[src/rtl/fcb_pkg.sv]
// Shared helpers for the flow-control FIFO family: pointer width and
// wrap-around pointer increment for arbitrary (non power-of-2) depths.
package fcb_pkg;

   function automatic int fcb_ptr_w(input int depth);
      return (depth > 2) ? $clog2(depth) : 1;
   endfunction

   function automatic int unsigned fcb_next_ptr(input int unsigned ptr,
                                                input int unsigned depth);
      return (ptr >= depth - 32'd1) ? 32'd0 : ptr + 32'd1;
   endfunction

endpackage

[src/rtl/ff_fifo_any_depth.sv]
// Storage core for the flow-control FIFO: circular buffer of any depth with
// occupancy count, full/empty and synchronous flush. No handshake logic here.
module ff_fifo_any_depth
   import fcb_pkg::*;
#(
   parameter  int W     = 8,
   parameter  int DEPTH = 3,
   localparam int CW    = $clog2(DEPTH + 1)
) (
   input  logic          clk,
   input  logic          rst,
   input  logic          push,
   input  logic          pop,
   input  logic          flush,
   input  logic [W-1:0]  write_data,
   output logic [W-1:0]  read_data,
   output logic [CW-1:0] count,
   output logic          full,
   output logic          empty
);

   localparam int            PW      = fcb_ptr_w(DEPTH);
   localparam logic [CW-1:0] DEPTH_C = CW'(DEPTH);

   logic [W-1:0]  mem_q [DEPTH];
   logic [PW-1:0] wr_ptr_q, wr_ptr_d;
   logic [PW-1:0] rd_ptr_q, rd_ptr_d;
   logic [CW-1:0] count_q, count_d;

   always_comb begin
      wr_ptr_d = wr_ptr_q;
      rd_ptr_d = rd_ptr_q;
      count_d  = count_q;
      if (flush) begin
         wr_ptr_d = '0;
         rd_ptr_d = '0;
         count_d  = '0;
      end else begin
         if (push) wr_ptr_d = PW'(fcb_next_ptr(32'(wr_ptr_q), unsigned'(DEPTH)));
         if (pop)  rd_ptr_d = PW'(fcb_next_ptr(32'(rd_ptr_q), unsigned'(DEPTH)));
         case ({push, pop})
            2'b10:   count_d = count_q + CW'(1);
            2'b01:   count_d = count_q - CW'(1);
            default: count_d = count_q;
         endcase
      end
   end

   always_ff @(posedge clk or negedge rst) begin
      if (!rst) begin
         wr_ptr_q <= '0;
         rd_ptr_q <= '0;
         count_q  <= '0;
      end else begin
         wr_ptr_q <= wr_ptr_d;
         rd_ptr_q <= rd_ptr_d;
         count_q  <= count_d;
      end
   end

   // Storage carries no reset so it can map onto distributed/block RAM.
   always_ff @(posedge clk) begin
      if (push && !flush) mem_q[wr_ptr_q] <= write_data;
   end

   assign read_data = mem_q[rd_ptr_q];
   assign count     = count_q;
   assign full      = (count_q == DEPTH_C);
   assign empty     = (count_q == '0);

`ifndef SYNTHESIS
   a_no_push_full:  assert property (@(posedge clk) disable iff (!rst) !(push && full));
   a_no_pop_empty:  assert property (@(posedge clk) disable iff (!rst) !(pop && empty));
   a_count_bounded: assert property (@(posedge clk) disable iff (!rst) count_q <= DEPTH_C);
`endif

endmodule

[src/rtl/fcb_6_param_fifo_bypass.sv]
// Valid/ready FIFO wrapper: handshake gating, optional empty-bypass mux and
// almost_full around the any-depth storage core.
module fcb_6_param_fifo_bypass #(
   parameter  int W         = 8,
   parameter  int DEPTH     = 3,
   parameter  int BYPASS    = 0,
   parameter  int AF_THRESH = 2,
   localparam int CW        = $clog2(DEPTH + 1)
) (
   input  logic          clk,
   input  logic          rst,
   input  logic          flush,
   input  logic          up_vld,
   output logic          up_rdy,
   input  logic [W-1:0]  up_data,
   output logic          down_vld,
   input  logic          down_rdy,
   output logic [W-1:0]  down_data,
   output logic [CW-1:0] count,
   output logic          almost_full
);

   localparam logic [CW-1:0] AF_C = CW'(AF_THRESH);

   logic          full, empty;
   logic          push, pop, pass_thru;
   logic          fifo_push, fifo_pop;
   logic [W-1:0]  rd_data;

   // up_rdy deliberately ignores down_rdy: a full FIFO never accepts.
   assign up_rdy = rst & ~full & ~flush;
   assign push   = up_vld & up_rdy;
   assign pop    = down_vld & down_rdy;

   generate
      if (BYPASS != 0) begin : g_bypass
         assign down_vld  = rst & ~flush & (~empty | up_vld);
         assign down_data = empty ? up_data : rd_data;
         assign pass_thru = empty & push & down_rdy;
      end else begin : g_registered
         assign down_vld  = rst & ~flush & ~empty;
         assign down_data = rd_data;
         assign pass_thru = 1'b0;
      end
   endgenerate

   // A word forwarded straight through never touches storage.
   assign fifo_push = push & ~pass_thru;
   assign fifo_pop  = pop & ~empty;

   ff_fifo_any_depth #(
      .W     (W),
      .DEPTH (DEPTH)
   ) u_core (
      .clk        (clk),
      .rst        (rst),
      .push       (fifo_push),
      .pop        (fifo_pop),
      .flush      (flush),
      .write_data (up_data),
      .read_data  (rd_data),
      .count      (count),
      .full       (full),
      .empty      (empty)
   );

   assign almost_full = (count >= AF_C);

endmodule

[config.mk]
export PLATFORM = sky130hd
export DESIGN_NAME = fcb_6_param_fifo_bypass
export DESIGN_NICKNAME = d
export VERILOG_FILES = /design/src/rtl/fcb_pkg.sv /design/src/rtl/ff_fifo_any_depth.sv /design/src/rtl/fcb_6_param_fifo_bypass.sv
export SDC_FILE = /design/constraint.sdc
export NUM_CORES = 1
export LEC_CHECK = 0
export ABC_AREA = 1
export BUFFER_PORTS_ARGS = -buffer_cell sky130_fd_sc_hd__clkbuf_2
export CORE_MARGIN = 4
export CORE_UTILIZATION = 52
export CTS_CLUSTER_DIAMETER = 120
export DETAILED_ROUTE_END_ITERATION = 6
export PLACE_DENSITY = 0.81
export RECOVER_POWER = 25
export SLEW_MARGIN = 20
export SYNTH_ARGS = -nofsm -noshare
export SYNTH_HDL_FRONTEND = slang
export SYNTH_HIERARCHICAL = 1
export SYNTH_SLANG_ARGS = --single-unit
[constraint.sdc]
create_clock -name clk -period 2.5 [get_ports clk]
set_input_delay 0.5 -clock clk [delete_from_list [all_inputs] [get_ports clk]]
set_output_delay 0.5 -clock clk [all_outputs]
set_load 0.005 [all_outputs]
==> impl_metrics.py, run 1 <==
metrics = {
    "outcome": {
        "status": "finished clean",
    },
    "worst_setup_path": {
        "worstPathCellList": "dlygate4sd3_1 -> clkbuf_2 -> nand3_1 -> nor2_1 -> nand2_1 -> nor2_1 -> buf_4",
        "critPathTopFamily": "buffers and inverters",
        "cp.arrival_ns": 2.18,
        "slowest_delay_ns": 0.52,
        "critical_path.max_fanout": 8,
        "crit_buf_inv": 3,
        "critPathLaunchType": "input port",
        "slowest_stage": "dlygate4sd3_1",
        "critPathKind": "in2reg",
        "critPathMostFrequentCell": "nor2_1",
        "critPathRequiredTime_ns": 2.54,
        "crit_path_end_kind": "register",
    },
    "floorplanning": {
        "die_w_um": 56.98,
        "start_util": 0.5533,
        "ios": 26,
        "row_count": 17,
        "coreArea_um2": 2255,
        "die_area_um2": 3247,
        "fp.dieH_um": 56.98,
    },
    "synthesis": {
        "ys_ff_latch": 30,
        "syn_inst": 116,
        "synth_fp_nets": 129,
        "ys_types": 15,
        "syn_area_per_cell_um2": 10.75,
        "netlist_area_um2": 1247,
        "ys_warn_count": 6,
        "ys_seq_area_frac": 0.6981,
    },
    "finish": {
        "multi_input_area_um2": 297.8,
        "nets": 163,
        "drive_above_1_share": 0.2119,
        "syn_to_final_growth_pct": 17.55,
        "utilization": 0.6504,
        "diodes": 0,
        "seqCellArea_um2": 870.8,
        "fillers": 193,
        "final_design_area_no_fill_um2": 1466,
    },
    "sta": {
        "relSlewSlack": 0.6678,
        "tns_ns": 0,
        "worstMarginPinSlew_ns": 0.4983,
        "fmax_mhz": 468.7,
        "finalCritPeriodShare": 0.8535,
        "clock-skew-final_ns": 0.005401,
        "slew_viol_final": 0,
        "rsz0062_at_grt": "no",
        "hold_violations": 0,
        "fin_crit_ns": 2.134,
        "final-setup-viol-count": 0,
    },
    "place": {
        "io_buffer_count": 25,
        "hpwlAfterDp_mm": 1.609,
        "place_area_um2": 1415,
        "gp_congestion": 0.7570,
    },
    "clocking": {
        "cts_sinks": 30,
        "clk_latency_ns": 0.32,
        "root_buffer": "clkbuf_4",
        "clockBufferDepth": 2,
        "cts_resized": 0,
        "cts_tree": "yes",
        "cts_made_buffers": 5,
        "cts-htree-levels": 2,
        "cts.clk_slew.worst_paths_ns": 0.08,
        "post_cts_buffers": 0,
    },
    "route": {
        "ant_nets": 0,
        "vias": 911,
        "firstDrtPassIters": 4,
        "routedWlPerCell_um": 12.50,
        "vias_per_cell": 5.089,
        "drc": 0,
        "wirelength_mm": 2.238,
        "drt_iter0_markers": 24,
    },
    "global_routing": {
        "overflow": 0,
        "antenna_found_initial": 0,
        "grt_pass1_wl_mm": 3.691,
        "grt_pass1_vias": 866,
        "grt_use_total": 0.1533,
        "grt_start_max_net_pins": 12,
    },
    "power_and_ir_drop": {
        "leakagePower_nw": 0.6476,
        "power-per-cell-area_nw_per_um2": 662.8,
        "ir_worst_vdd_mv": 0.4371,
    },
    "hold_path": {
        "hold_class": "in2reg",
    },
    "job": {
        "maxCapViolations": 0,
    },
}
[cell families after synthesis]
family | after synthesis | synth area share
AOI/OAI and AO/OA | 4 | 0.01804
buffers and inverters | 19 | 0.06319
DFF | 30 | 0.6981
and+or+nand+nor | 63 | 0.2207
[final cells by class]
class,instances,share of cell area
clock buffer,6,0.02816
multi-input combinational,67,0.2031
sequential,30,0.5939
tap,28,0.02389
timing repair buffer,29,0.1015
inverter,17,0.04352
clock inverter,2,0.005973
[routing by layer]
metal,share of wire,global-route usage
met1,0.41,0.1739
met2,0.50,0.2545
met3,0.063,0.04751
met4,0.023,0.08940
met5,0,0
[metrics by stage]
stage | cells | setup slack [ns] | hold WS, ns | power, mW
final | 179 | 0.3663 | 0.3989 | 0.9719
after global routing | 179 | 0.2449 | 0.3808 | 1.038
after CTS | 179 | 0.3692 | 0.3692 | 0.9828
after detailed placement | 170 | 0.5728 | 0.3470 | 0.7308
after global placement | 170 | 0.6083 | 0.3432 | 0.7241
after floorplan | 116 | 0.5765 | 0.2044 | 0.6695
[synth_stat cells]
cell type  instances  share of area
o21ai_0            1         0.0040
nor2_1             8          0.024
nand3_1           14          0.056
nor3_1             1         0.0040
nand2_1           36           0.11
nand4_1            2          0.010
inv_1             14          0.042
clkbuf_1           1         0.0030
dfrtp_1            6           0.12
o22ai_1            2          0.010
o21ai_1            1         0.0040
inv_2              3         0.0090
buf_6              1         0.0090
edfxtp_1          24           0.58
nor2_4             2          0.018
[power breakdown]
part           leakage [nW]  internal (mW)  switching [mW]
registers             0.297          0.555          0.0180
logic                 0.321         0.0603          0.0838
clock network        0.0297          0.105           0.149
total                 0.648          0.721           0.251
[registers in the layout (all words and copies together), names as in the netlist]
name             count
u_core/rd_ptr_q      2
u_core/mem_q        24
u_core/wr_ptr_q      2
u_core/count         2
[placed cells by master, fill, tap and decap left out]
cell / netlist / routed
o22ai_1: 2 / 2
dfrtp_1: 6 / 6
nor2_4: 2 / 2
nand4_1: 2 / 2
inv_1: 14 / 14
buf_4: 0 / 3
nand3_1: 14 / 14
edfxtp_1: 24 / 24
clkbuf_2: 0 / 18
inv_2: 3 / 3
o21ai_1: 1 / 1
nand2_1: 36 / 36
clkbuf_1: 1 / 8
clkinv_1: 0 / 1
clkinv_2: 0 / 1
o21ai_0: 1 / 1
dlygate4sd3_1: 0 / 1
clkbuf_4: 0 / 5
nor2_1: 8 / 8
nor3_1: 1 / 1
[path summary, 6_finish.rpt]
check	startpoint	to	slack (ns)	depth (start not counted)
max	rst	u_core/mem_q[0][0]	0.37	7
min	up_data[4]	u_core/mem_q[0][4]	0.40	1
max reg2reg	u_core/count[1]	u_core/mem_q[0][0]	0.70	8
min reg2reg	u_core/wr_ptr_q[1]	u_core/wr_ptr_q[0]	0.58	3
max in group asynchronous	rst	u_core/rd_ptr_q[1]	1.79	2
min in group asynchronous	rst	u_core/count[1]	0.54	2
[timing repair]
item	CTS	global route
hold buffers	1	0
setup endpoints to repair	0	0
endpoints found under the hold margin	6	0
No activity file was read; power rests on OpenSTA's default activity.
==> run 2, diff against run 1 <==
--- a/config.mk
+++ b/config.mk
@@ -7,13 +7,15 @@
 export LEC_CHECK = 0
 export ABC_AREA = 1
 export BUFFER_PORTS_ARGS = -buffer_cell sky130_fd_sc_hd__clkbuf_2
+export CELL_PAD_IN_SITES_DETAIL_PLACEMENT = 0
+export CELL_PAD_IN_SITES_GLOBAL_PLACEMENT = 1
 export CORE_MARGIN = 4
-export CORE_UTILIZATION = 52
+export CORE_UTILIZATION = 41
 export CTS_CLUSTER_DIAMETER = 120
 export DETAILED_ROUTE_END_ITERATION = 6
-export PLACE_DENSITY = 0.81
+export PLACE_DENSITY = 0.82
 export RECOVER_POWER = 25
-export SLEW_MARGIN = 20
+export SLEW_MARGIN = 25
 export SYNTH_ARGS = -nofsm -noshare
 export SYNTH_HDL_FRONTEND = slang
 export SYNTH_HIERARCHICAL = 1
==> impl_metrics.py, run 2 (same netlist as run 1, synthesis figures left out) <==
metrics = {
    "finish": {
        "largest_reg_flops": 24,
        "top_register": "u_core/mem_q",
        "drive_above_1_share": 0.2119,
        "syn_to_final_growth_pct": 17.85,
        "mostFrequentLayoutCells": "nand2_1, edfxtp_1, clkbuf_2",
        "utilization": 0.5197,
        "diodes": 0,
        "final_design_area_no_fill_um2": 1470,
        "layout_commonest_cell": "nand2_1",
        "fillers": 269,
        "nets": 163,
    },
    "route": {
        "vias": 887,
        "routedWlPerCell_um": 13.03,
        "vias_per_cell": 4.874,
        "firstDrtPassIters": 4,
        "drc": 0,
        "drt_iter0_markers": 23,
        "wirelength_mm": 2.371,
        "ant_nets": 0,
    },
    "power_and_ir_drop": {
        "clockPowerShare": 0.265,
        "total_power_uw": 977.4,
        "swShare": 0.2555,
        "leakagePower_nw": 0.6475,
        "intPower_uw": 727.6,
        "p_seq_frac": 0.588,
        "p_comb_frac": 0.147,
        "p_switching_uw": 249.7,
        "power-per-cell-area_nw_per_um2": 664.8,
        "ir_worst_vdd_mv": 0.3374,
    },
    "place": {
        "hpwlAfterDp_mm": 1.799,
        "io_buffer_count": 25,
        "gp_congestion": 0.7414,
        "place_area_um2": 1419,
    },
    "worst_setup_path": {
        "critPathRequiredTime_ns": 2.53,
        "critical_path.max_fanout": 8,
        "critPathLaunchType": "input port",
        "cp.arrival_ns": 2.20,
        "rr_worst_depth": 8,
        "crit_path_end_kind": "register",
        "critPathKind": "in2reg",
    },
    "floorplanning": {
        "start_util": 0.4410,
        "ios": 26,
        "row_count": 19,
        "fp.dieH_um": 63.16,
        "coreArea_um2": 2829,
        "die_area_um2": 3989,
        "die_w_um": 63.16,
    },
    "sta": {
        "worst_hold_slack_ns": 0.4065,
        "tns_ns": 0,
        "clock-skew-final_ns": 0.006464,
        "worstMarginPinSlew_ns": 0.4973,
        "fmax_mhz": 461.3,
        "rsz0062_at_grt": "no",
        "final-setup-viol-count": 0,
        "slew_viol_final": 0,
        "finalCritPeriodShare": 0.8671,
        "fin_crit_ns": 2.168,
        "relSlewSlack": 0.6685,
        "hold_violations": 0,
    },
    "clocking": {
        "root_buffer": "clkbuf_4",
        "cts_sinks": 30,
        "clockBufferDepth": 2,
        "cts_made_buffers": 5,
        "cts_tree": "yes",
        "cts.clk_slew.worst_paths_ns": 0.08,
        "cts-htree-levels": 2,
        "clk_latency_ns": 0.32,
        "cts_resized": 0,
    },
    "global_routing": {
        "antenna_found_initial": 0,
        "overflow": 0,
        "grt.busiest_layer": "met2",
        "gr-usage-met3": 0.04440,
        "grt_pass1_vias": 932,
        "grt_start_max_net_pins": 12,
        "grtUsageMet2": 0.2306,
        "grt_pass1_wl_mm": 4.167,
        "grt_use_total": 0.1365,
        "use_met1": 0.1581,
    },
    "hold_path": {
        "worst_hold_path.num_cells": 1,
        "hold_class": "in2reg",
    },
    "outcome": {
        "status": "finished clean",
    },
    "job": {
        "maxCapViolations": 0,
    },
}
[run 2: cell types whose count changed in the layout (fill, tap and decap cells not counted), sizes merged]
cell	delta
clkbuf	+2
clkinv	-2
[run 2: final cells by class]
type / count / area [um^2] / share of cell area
Multi-Input combinational cell: 67 / 297.8 / 0.2026
Clock buffer: 8 / 48.80 / 0.03319
Timing Repair Buffer: 29 / 150.1 / 0.1021
Tap cell: 31 / 38.79 / 0.02638
Sequential cell: 30 / 870.8 / 0.5923
Inverter: 17 / 63.81 / 0.04340
[run 2: metal layers]
| metal | wire length (um) | up-vias |
|---|---|---|
| met5 | 0 | - |
| met4 | 29 | 0 |
| met3 | 106 | 4 |
| met2 | 1247 | 16 |
| met1 | 987 | 415 |
| li1 | - | 452 |
[run 2: final timing paths]
path	startpoint	end	slack [ns]
max	rst	u_core/mem_q[0][1]	0.33
min	up_data[0]	u_core/mem_q[0][0]	0.41
max reg2reg	u_core/count[1]	u_core/mem_q[0][1]	0.64
min reg2reg	u_core/wr_ptr_q[1]	u_core/wr_ptr_q[1]	0.59
max in group asynchronous	rst	u_core/rd_ptr_q[1]	1.80
min in group asynchronous	rst	u_core/wr_ptr_q[0]	0.54
[run 2: repair_timing]
| item | in CTS | in global routing |
|---|---|---|
| setup buffers | 0 | 0 |
| endpoints found under the hold margin | 6 | 0 |
| hold buffers | 1 | 0 |
[run 2: per-stage QoR]
stage                     worst slack (ns)  std cells
final                               0.3322        182
after global routing                0.1236        182
after CTS                           0.3214        182
after detailed placement            0.5264        173
after global placement              0.5660        173
after floorplan                     0.5765        116
[run 2: critical path: stages]
cell           delay (ns)
dlygate4sd3_1        0.52
clkbuf_2             0.21
nand3_1              0.13
nor2_1               0.18
nand2_1              0.15
nor2_1               0.31
buf_4                0.21
[run 2: power groups by stage]
| stage | registers, mW | clock network (mW) | logic [mW] |
|---|---|---|---|
| 6_report | 0.574 | 0.259 | 0.144 |
| 2_1_floorplan | 0.580 | 0 | 0.0892 |
| 3_5_place_dp | 0.586 | 0 | 0.147 |
| 5_1_grt | 0.579 | 0.291 | 0.170 |
| 4_1_cts | 0.575 | 0.273 | 0.149 |
| 3_3_place_gp | 0.585 | 0 | 0.144 |
==> run 3, diff against run 2 <==
--- a/config.mk
+++ b/config.mk
@@ -10,10 +10,10 @@
 export CELL_PAD_IN_SITES_DETAIL_PLACEMENT = 0
 export CELL_PAD_IN_SITES_GLOBAL_PLACEMENT = 1
 export CORE_MARGIN = 4
-export CORE_UTILIZATION = 41
+export CORE_UTILIZATION = 44
 export CTS_CLUSTER_DIAMETER = 120
 export DETAILED_ROUTE_END_ITERATION = 6
-export PLACE_DENSITY = 0.82
+export PLACE_DENSITY = 0.87
 export RECOVER_POWER = 25
 export SLEW_MARGIN = 25
 export SYNTH_ARGS = -nofsm -noshare
==> constraint.sdc (replaced) <==
create_clock -name clk -period 2.62 [get_ports clk]
set_input_delay 0.524 -clock clk [delete_from_list [all_inputs] [get_ports clk]]
set_output_delay 0.524 -clock clk [all_outputs]
set_load 0.005 [all_outputs]
==> impl_metrics.py, run 3 (same netlist as run 1, synthesis figures left out) <==
metrics = {
    "outcome": {
        "status": "finished clean",
    },
    "route": {
        "vias": 873,
        "routedWlPerCell_um": 12.17,
        "drc": 0,
        "firstDrtPassIters": 4,
        "ant_nets": 0,
        "wirelength_mm": 2.191,
        "drt_iter0_markers": 27,
        "vias_per_cell": 4.850,
    },
    "worst_setup_path": {
        "crit-reg2reg-launch": "u_core/count[1]",
        "slowest_delay_ns": 0.56,
        "crit_buf_inv": 1,
        "critPathLaunchType": "register",
        "r2r_slack_ns": 0.67,
        "r2r-end": "u_core/mem_q[1][5]",
        "cp.arrival_ns": 1.47,
        "critPathRequiredTime_ns": 2.10,
        "rr_worst_depth": 7,
        "critical_path.max_fanout": 11,
        "crit_start": "u_core/rd_ptr_q[1]",
        "endpoint": "down_data[5]",
        "worstPathCellList": "nor2_4 -> nand2_1 -> nand3_1 -> clkbuf_2",
        "path_depth": 4,
        "slowest_stage": "dfrtp_1",
        "crit_path_end_kind": "output port",
        "critPathTopFamily": "flip-flops",
        "critPathKind": "reg2out",
    },
    "floorplanning": {
        "row_count": 19,
        "coreArea_um2": 2734,
        "die_area_um2": 3751,
        "ios": 26,
        "fp.dieH_um": 61.25,
        "start_util": 0.4563,
        "die_w_um": 61.25,
    },
    "finish": {
        "drive_above_1_share": 0.2215,
        "layout_commonest_cell": "nand2_1",
        "syn_to_final_growth_pct": 16.65,
        "mostFrequentLayoutCells": "nand2_1, edfxtp_1, clkbuf_2",
        "multi_input_area_um2": 297.8,
        "top_register": "u_core/mem_q",
        "seqCellArea_um2": 870.8,
        "diodes": 0,
        "fin_cells": 180,
        "fillers": 250,
        "largest_reg_flops": 24,
        "nets": 161,
    },
    "sta": {
        "clock-skew-final_ns": 0.01192,
        "hold_violations": 0,
        "final-setup-viol-count": 0,
        "rsz0062_at_grt": "no",
        "slew_viol_final": 0,
        "fmax_mhz": 502.5,
        "fin_crit_ns": 1.990,
        "tns_ns": 0,
        "relSlewSlack": 0.5654,
        "worstMarginPinSlew_ns": 0.6494,
        "finalCritPeriodShare": 0.7596,
    },
    "place": {
        "gp_congestion": 0.7305,
        "dp_cells": 172,
        "hpwlAfterDp_mm": 1.721,
        "io_buffer_count": 25,
    },
    "global_routing": {
        "grtUsageMet2": 0.2085,
        "antenna_found_initial": 0,
        "grt_start_max_net_pins": 12,
        "grt_pass1_vias": 793,
        "grt_pass1_wl_mm": 3.415,
        "gr-usage-met3": 0.05031,
        "overflow": 0,
        "use_met1": 0.1588,
        "grt.busiest_layer": "met2",
        "grt_use_total": 0.1296,
    },
    "clocking": {
        "root_buffer": "clkbuf_4",
        "post_cts_buffers": 0,
        "cts_tree": "yes",
        "clk_latency_ns": 0.31,
        "cts_resized": 0,
        "cts.clk_slew.worst_paths_ns": 0.09,
        "cts_made_buffers": 5,
        "cts_sinks": 30,
        "ctsHoldBuffers": 0,
        "clockBufferDepth": 2,
        "cts-htree-levels": 2,
    },
    "hold_path": {
        "hold_class": "in2async",
    },
    "power_and_ir_drop": {
        "leakagePower_nw": 0.6440,
        "power-per-cell-area_nw_per_um2": 633.2,
        "ir_worst_vdd_mv": 0.4750,
    },
    "job": {
        "maxCapViolations": 0,
    },
}
==> run 3: through the flow <==
stage / setup WS (ns) / instance area, um^2 / total power [mW] / util / hold WS [ns]
6_report: 0.6299 / 1455 / 0.9214 / 0.5323 / 0.1052
5_1_grt: 0.4883 / 1455 / 0.9763 / 0.5323 / 0.1191
2_1_floorplan: 0.6930 / 1247 / 0.6388 / - / 0.2284
3_3_place_gp: 0.5755 / 1411 / 0.6914 / 0.5162 / 0.3711
3_5_place_dp: 0.5129 / 1411 / 0.6954 / 0.5162 / 0.3767
4_1_cts: 0.6144 / 1461 / 0.9322 / 0.5346 / 0.03065
==> run 3: routing by layer <==
metal	share of wire	vias to the layer above
met1	0.45	403
met4	0.016	0
met5	0	-
li1	-	449
met3	0.045	5
met2	0.49	16
==> run 3: cell type report <==
type,count,area share
flip-flops and latches,30,0.5985
repair buffers,27,0.09200
well taps,31,0.02666
clock inverters,2,0.006019
clock buffers,6,0.02837
multi-input cells,67,0.2046
inverters,17,0.04385
==> run 3: power by group <==
group | leakage (nW) | switching, mW | internal, mW | total [mW]
sequential | 0.297 | 0.0177 | 0.530 | 0.548
combinational | 0.317 | 0.0780 | 0.0562 | 0.134
clock | 0.0297 | 0.139 | 0.101 | 0.240
==> run 3: how the worst min path moves through the flow <==
stage,end,cells after the start
global placement,u_core/wr_ptr_q[1],1
global route,u_core/rd_ptr_q[1],1
finish,u_core/wr_ptr_q[1],1
CTS,u_core/wr_ptr_q[1],1
floorplan,u_core/count[0],0
detailed placement,u_core/wr_ptr_q[1],1
